$ cat config.mk
export PLATFORM = sky130hd
export DESIGN_NAME = fifo_buf
export DESIGN_NICKNAME = d
export VERILOG_FILES = /design/src/rtl/fifo_pkg.sv /design/src/rtl/fifo_mem.sv /design/src/rtl/fifo_buf.sv
export SDC_FILE = /design/constraint.sdc
export NUM_CORES = 1
export LEC_CHECK = 0
export CORE_ASPECT_RATIO = 0.5
export CORE_MARGIN = 2
export CORE_UTILIZATION = 60
export DETAILED_ROUTE_END_ITERATION = 16
export DONT_BUFFER_PORTS = 1
export PLACE_DENSITY = 0.72
export SLEW_MARGIN = 20
export SYNTH_ARGS = -nofsm -noshare
export SYNTH_HDL_FRONTEND = slang
export SYNTH_SLANG_ARGS = --single-unit
$ cat constraint.sdc
create_clock -name clk -period 7.45 [get_ports clk]
set_input_delay 1.1175 -clock clk [delete_from_list [all_inputs] [get_ports clk]]
set_output_delay 1.1175 -clock clk [all_outputs]
set_load 0.01 [all_outputs]
$ cat src/rtl/fifo_pkg.sv
// Shared defaults and helpers for the fifo_buf synchronous FIFO.
// Optional sticky error flags are built in with FIFO_ERR_EN.
package fifo_pkg;

    localparam int DATA_W_DEF = 8;
    localparam int ADDR_W_DEF = 5;
    localparam int AF_LVL_DEF = 28;
    localparam int AE_LVL_DEF = 4;

    // Entry count for a given address width, usable in constant expressions.
    function automatic int fifo_depth(input int addr_w);
        return 1 << addr_w;
    endfunction

    // Pointer carries one extra wrap bit beyond the storage address.
    typedef logic [ADDR_W_DEF:0] fifo_ptr_t;

endpackage

$ cat src/rtl/fifo_mem.sv
// Simple dual-port storage for fifo_buf: one write port, one registered read port.
// No reset on the array or the read register.
module fifo_mem
    import fifo_pkg::*;
#(
    parameter int DATA_W = DATA_W_DEF,
    parameter int ADDR_W = ADDR_W_DEF
) (
    input  logic              clk,
    input  logic              we,
    input  logic [ADDR_W-1:0] waddr,
    input  logic [DATA_W-1:0] wdata,
    input  logic              re,
    input  logic [ADDR_W-1:0] raddr,
    output logic [DATA_W-1:0] rdata
);

    localparam int DEPTH = fifo_depth(ADDR_W);

    logic [DATA_W-1:0] mem [DEPTH];

    always_ff @(posedge clk) begin
        if (we)
            mem[waddr] <= wdata;
    end

    always_ff @(posedge clk) begin
        if (re)
            rdata <= mem[raddr];
    end

endmodule

$ cat src/rtl/fifo_buf.sv
// Synchronous FIFO with storage, occupancy count and almost-full/empty thresholds.
// Define FIFO_ERR_EN to add sticky ovf/udf outputs and the formal properties.
module fifo_buf
    import fifo_pkg::*;
#(
    parameter int DATA_W = DATA_W_DEF,
    parameter int ADDR_W = ADDR_W_DEF,
    parameter int AF_LVL = AF_LVL_DEF,
    parameter int AE_LVL = AE_LVL_DEF
) (
    input  logic              clk,
    input  logic              rst,
    input  logic              wr,
    input  logic [DATA_W-1:0] wr_data,
    input  logic              rd,
    output logic [DATA_W-1:0] rd_data,
    output logic              rd_valid,
    output logic              emp,
    output logic              full,
    output logic              almost_full,
    output logic              almost_empty,
`ifdef FIFO_ERR_EN
    output logic [ADDR_W:0]   count,
    output logic              ovf,
    output logic              udf
`else
    output logic [ADDR_W:0]   count
`endif
);

    localparam int DEPTH = fifo_depth(ADDR_W);
    localparam int CNT_W = ADDR_W + 1;

    logic [ADDR_W:0]   wr_ptr;
    logic [ADDR_W:0]   rd_ptr;
    logic              wr_acc;
    logic              rd_acc;
    logic              primed;
    logic [DATA_W-1:0] mem_q;

    assign count        = wr_ptr - rd_ptr;
    assign emp          = (count == '0);
    assign full         = (count == CNT_W'(DEPTH));
    assign almost_full  = (count >= CNT_W'(AF_LVL));
    assign almost_empty = (count <= CNT_W'(AE_LVL));

    assign wr_acc = wr & ~full;
    assign rd_acc = rd & ~emp;

    always_ff @(posedge clk or posedge rst) begin
        if (rst) begin
            wr_ptr   <= '0;
            rd_ptr   <= '0;
            rd_valid <= 1'b0;
            primed   <= 1'b0;
        end else begin
            rd_valid <= rd_acc;
            if (wr_acc)
                wr_ptr <= wr_ptr + 1'b1;
            if (rd_acc) begin
                rd_ptr <= rd_ptr + 1'b1;
                primed <= 1'b1;
            end
        end
    end

    // The storage read register is unreset; mask it to zero until the first
    // read after reset so rd_data still comes up (and resets) to zero.
    assign rd_data = primed ? mem_q : '0;

    fifo_mem #(
        .DATA_W (DATA_W),
        .ADDR_W (ADDR_W)
    ) u_mem (
        .clk   (clk),
        .we    (wr_acc),
        .waddr (wr_ptr[ADDR_W-1:0]),
        .wdata (wr_data),
        .re    (rd_acc),
        .raddr (rd_ptr[ADDR_W-1:0]),
        .rdata (mem_q)
    );

`ifdef FIFO_ERR_EN
    always_ff @(posedge clk or posedge rst) begin
        if (rst) begin
            ovf <= 1'b0;
            udf <= 1'b0;
        end else begin
            if (wr && full)
                ovf <= 1'b1;
            if (rd && emp)
                udf <= 1'b1;
        end
    end

    a_not_full_emp: assert property (@(posedge clk) disable iff (rst) !(full && emp));
    a_count_max:    assert property (@(posedge clk) disable iff (rst) count <= CNT_W'(DEPTH));
    a_wr_hold:      assert property (@(posedge clk) disable iff (rst)
                                     (!wr_acc) |=> (wr_ptr == $past(wr_ptr)));
    a_rd_hold:      assert property (@(posedge clk) disable iff (rst)
                                     (!rd_acc) |=> (rd_ptr == $past(rd_ptr)));
`endif

endmodule

# After elaboration in Yosys (flattened, before gate mapping)
# Memory sizes are Yosys's and may differ from the RTL's. A register that Yosys moved wholly into a read port is not among the register bits.
# Index checks and enable logic that the tools add are counted.
totals:
  latch_bits: 0
  mem_count: 1
  regBits: 14
  ram_bits: 256
  mem_bits_ro: 0
  word_cells: 19
  out_inout_bits: 19
  inputBits: 12
classes:
  multipliers: 0
  reduce_logical: 1
  n_bitwise: 4
  n_mux: 3
  n_div: 0
  shift: 0
  n_addsub: 3
  magnitude_cmp: 2
  n_eq_ne: 1
mem_list:
  columns: ["memory", "depth", "width", "rd", "rd_ports_with_merged_regs", "wr", "line", "source"]
  rows:
  - ["u_mem.mem", 32, 8, 1, 1, 1, "fifo_mem.sv:20", "logic [DATA_W-1:0] mem [DEPTH];"]
ops:
  columns: ["cell", "count"]
  rows:
  - ["$add A6 B1 Y6 const B", 2]
  - ["$mux W8", 1]
  - ["$eq A6 B6 Y1 const B", 1]
  - ["$ge A6 B5 Y1 const B", 1]
  - ["$le A6 B3 Y1 const B", 1]
  - ["$logic_not A6 Y1", 1]
  - ["$sub A6 B6 Y6", 1]
  - ["$and A1 B1 Y1", 2]
  - ["$mux W1", 2]
  - ["$not A1 Y1", 2]

# Longest topological paths before layout
depth:
  ltp_word: 6
  depth_mapped: 12
  depth_no_buf: 9

# Cells and area by module
# A second synthesis with hierarchy kept.
unflattened:
  cells_unflattened: 517
  hier_area_um2: 11177.0
by_module_without_submodules:
  columns: ["module", "area_per_inst_um2", "seq_area_each_um2", "cells_per_inst", "instances"]
  rows:
  - ["fifo_mem", 10133.5, 7927.6, 417, 1]
  - ["fifo_buf", 1043.5, 350.3, 100, 1]

# Worst setup path before layout
# Ideal clock, no wire load.
synth_path:
  kind: "reg2out"
  start: "register rd_ptr[2]"
  end: "output almost_empty"
  stages_incl_launch_ff: 11
  t_arrival_ns: 2.914
  path_slack_ns: 3.418
  n_path_buf: 2
  path_cell_list: "dfrtp_1 buf_1 clkbuf_1 inv_1 ha_1 o21ai_0 a21oi_1 o32a_1 and2_1 clkinv_1 a2111oi_0"
synth_via:
  elab_chain_cells: 2
synth_rtl:
  columns: ["element", "line", "source"]
  rows:
  - ["start: declaration", "fifo_buf.sv:35", "logic [ADDR_W:0] rd_ptr;"]
  - ["start signal: assignment", "fifo_buf.sv:61", "rd_ptr <= rd_ptr + 1'b1;"]
  - ["$sub A6 B6 Y6", "fifo_buf.sv:41", "assign count = wr_ptr - rd_ptr;"]
  - ["net count[5]", "fifo_buf.sv:27", "output logic [ADDR_W:0] count"]
  - ["$le A6 B3 Y1", "fifo_buf.sv:45", "assign almost_empty = (count <= CNT_W'(AE_LVL));"]
  - ["end: declaration", "fifo_buf.sv:21", "output logic almost_empty,"]
# The timed path passes the listed nets, and every way through them passes these cells.

# Worst setup path in the final report
layout_path:
  start: "register rd_ptr[3]"
  end: "output almost_empty"
# The elaborated chain is that of the path after synthesis.

==> results.toml <==
[final_layout]
insertedDiodeCount = 0
layout_commonest_cell = "edfxtp_1"
drive_gt1_frac = 0.235
syn_to_final_growth_pct = 8.76
nFillCells = 1176
layout_common_cells = "264 x edfxtp_1, 80 x mux4_2, 39 x nor2_1"
fin_nets = 563

[sta]
rsz0062_at_grt = "false"
relSlewSlack = 0.329
holdWs_ps = 494
finalSetupViolations = 0
fmax_mhz = 190
period_share = 0.705
fin_skew_ps = 13.6
worstMarginPinSlew_ps = 1010
final_hold_viol_count = 0
maxSlewViolCount = 0
tns_ps = 0
period_needed_ps = 5250

[yosys]
synth_flop_cell = "edfxtp_1"
syn_inst = 537
yosysSeqAreaShare = 0.743
syn_area_um2 = 11100
synth_edf_count = 264
yosys_warnings = 0
synth_cell_types = 40
syn_nets = 560
avgSynthCellArea_um2 = 20.8
synth-async-reset-ratio = 0.0504
ys_ff_latch = 278

[clock_tree]
cts_tree = "yes"
cts_setup_buffers = 0
cts-resized-gates = 0
clockRootBuffer = "clkbuf_16"
cts_max_path_buffers = 3
cts_sinks = 278
clkTransAtPathRegs_ps = 60
htree_levels = 1
numCtsBuffers = 24
clock_latency_ps = 520
ctsHoldBuffers = 0

[worst_setup_path]
reg2reg_from = "rd_ptr[0]"
cp_max_fo = 19
crit_required_ps = 6330
reg2reg_depth = 8
reg2reg_slack_ps = 3160
slowest_stage = "dfrtp_1"
start_kind = "flop"
max_stage_delay_ps = 880
r2r_end = "u_mem.mem[14][4]"
cp-end-kind = "output port"
cp.arrival_ps = 4140
crit_type = "reg2out"
crit_path_cell_trace = "inv_1, ha_1, o21ai_0, a21oi_1, o32a_1, and2_1, clkinv_1, a2111oi_0"

[status]
outcome = "finished clean"

[drt]
drt_first_pass_iters = 5
routedWlPerCell_um = 27.8
avgViaCountPerCell = 6.48
totalWireLength_um = 22200
via_count = 5175
drc = 0
ant_nets = 0
drt-initial-drc-count = 536

[grt]
antenna_found_initial = 0
grt_pass1_vias = 5079
grt_overflow = 0
grt_max_degree = 67
grt_pass1_wl_um = 33300
grtUsageTotal = 0.237

[flow_run]
drv_cap = 0

[placed_design]
post-dp-hpwl_um = 14000
port_buffers = 0
gp_congestion = 0.855

[min_path]
min_path_cells = 1
whs_endpoint = "rd_ptr[5]"
hold_start = "rd_ptr[5]"
hold_path.class = "reg2reg"

[floorplanning]
initial_utilization = 0.609
die-area_um2 = 19800
die_y_um = 100
core-area_um2 = 18300
num_rows = 35
die_w_um = 197
io_pins = 31

[power_and_ir_drop]
powerDensity_nw_per_um2 = 398
leakagePower_nw = 3.85
ir_drop_uv = 197
sequential cells by signal, summed over array words and instances, names as in the netlist:
signal / count
rd_valid: 1
primed: 1
u_mem.mem: 256
rd_ptr: 6
wr_ptr: 6
u_mem.rdata: 8
cells in the mapped netlist, types with 2 or more instances:
| library cell | number | area share |
|---|---|---|
| nand2_1 | 28 | 0.0094 |
| dfrtp_1 | 14 | 0.031 |
| a21oi_1 | 2 | 0.00090 |
| ha_1 | 10 | 0.011 |
| mux2_2 | 2 | 0.0020 |
| nand2b_1 | 4 | 0.0022 |
| buf_1 | 4 | 0.0013 |
| clkinv_1 | 2 | 0.00067 |
| edfxtp_1 | 264 | 0.71 |
| o2111ai_1 | 2 | 0.0016 |
| nand3b_1 | 2 | 0.0013 |
| and3_1 | 4 | 0.0022 |
| mux4_2 | 80 | 0.16 |
| xor2_1 | 2 | 0.0016 |
| or3b_2 | 2 | 0.0016 |
| o211ai_2 | 3 | 0.0034 |
| or3_1 | 2 | 0.0011 |
| and2_1 | 11 | 0.0062 |
| xnor2_1 | 11 | 0.0086 |
| o211ai_1 | 5 | 0.0034 |
| clkbuf_1 | 13 | 0.0044 |
| nor2_1 | 39 | 0.013 |
| inv_1 | 8 | 0.0027 |
| buf_2 | 7 | 0.0031 |
metrics by stage:
| stage | instance area, µm² | setup WS [ps] | power (mW) | utilization | instances |
|---|---|---|---|---|---|
| 3_5_place_dp | 11400 | 2780 | 3.62 | 0.620 | 754 |
| 3_3_place_gp | 11400 | 2880 | 3.60 | 0.620 | 754 |
| 5_1_grt | 12100 | 1940 | 5.01 | 0.662 | 798 |
| 6_report | 12100 | 2200 | 4.82 | 0.662 | 798 |
| 2_1_floorplan | 11100 | 3420 | 3.20 | - | 537 |
| 4_1_cts | 12100 | 2210 | 4.83 | 0.662 | 798 |
worst max-delay path by stage:
| stage | end | startpoint | cells after the start |
|---|---|---|---|
| floorplan | almost_empty | rd_ptr[2] | 10 |
| global placement | almost_empty | rd_ptr[3] | 8 |
| detailed placement | almost_empty | rd_ptr[3] | 8 |
| CTS | almost_empty | rd_ptr[3] | 8 |
| global route | almost_empty | rd_ptr[3] | 8 |
| finish | almost_empty | rd_ptr[3] | 8 |
layout make-up:
type / instances / area [µm²] / area share
Multi-Input combinational cell: 223 / 2720 / 0.224
Sequential cell: 278 / 8280 / 0.683
Tap cell: 240 / 300 / 0.0248
Clock buffer: 32 / 652 / 0.0538
Timing Repair Buffer: 2 / 15.0 / 0.00124
Clock inverter: 12 / 114 / 0.00939
Inverter: 11 / 41.3 / 0.00341
power breakdown:
group	total (mW)	internal [mW]	switching (mW)
logic	1.58	0.672	0.907
registers	2.02	1.89	0.129
clock network	1.22	0.687	0.537
total	4.82	3.25	1.57
layer usage:
| metal | global-route usage | vias up | share of wire |
|---|---|---|---|
| met5 | 0 | - | 0 |
| met3 | 0.0638 | 24 | 0.096 |
| met4 | 0.0405 | 0 | 0.012 |
| met1 | 0.356 | 2728 | 0.43 |
| met2 | 0.362 | 246 | 0.46 |
| li1 | - | 2177 | - |
kinds of logic (layout without fill, tap and decap cells):
family / Yosys count / after routing / share of synthesized area
DFF: 278 / 278 / 0.743
and+or+nand+nor: 95 / 95 / 0.0389
muxes: 82 / 82 / 0.164
buffers and inverters: 36 / 57 / 0.0136
AOI/OAI and AO/OA: 21 / 21 / 0.0165
xor gates and xnor gates: 14 / 14 / 0.0117
adders and majority gates: 11 / 11 / 0.0130
critical path, delay by kind of cell (launching register included):
kind	cells	cell delay, ps
fa+ha+maj	1	410
buf+inv	2	580
flops	1	880
simple gates	1	440
compound gates	4	1310
Power figures use the tool's default switching activity.
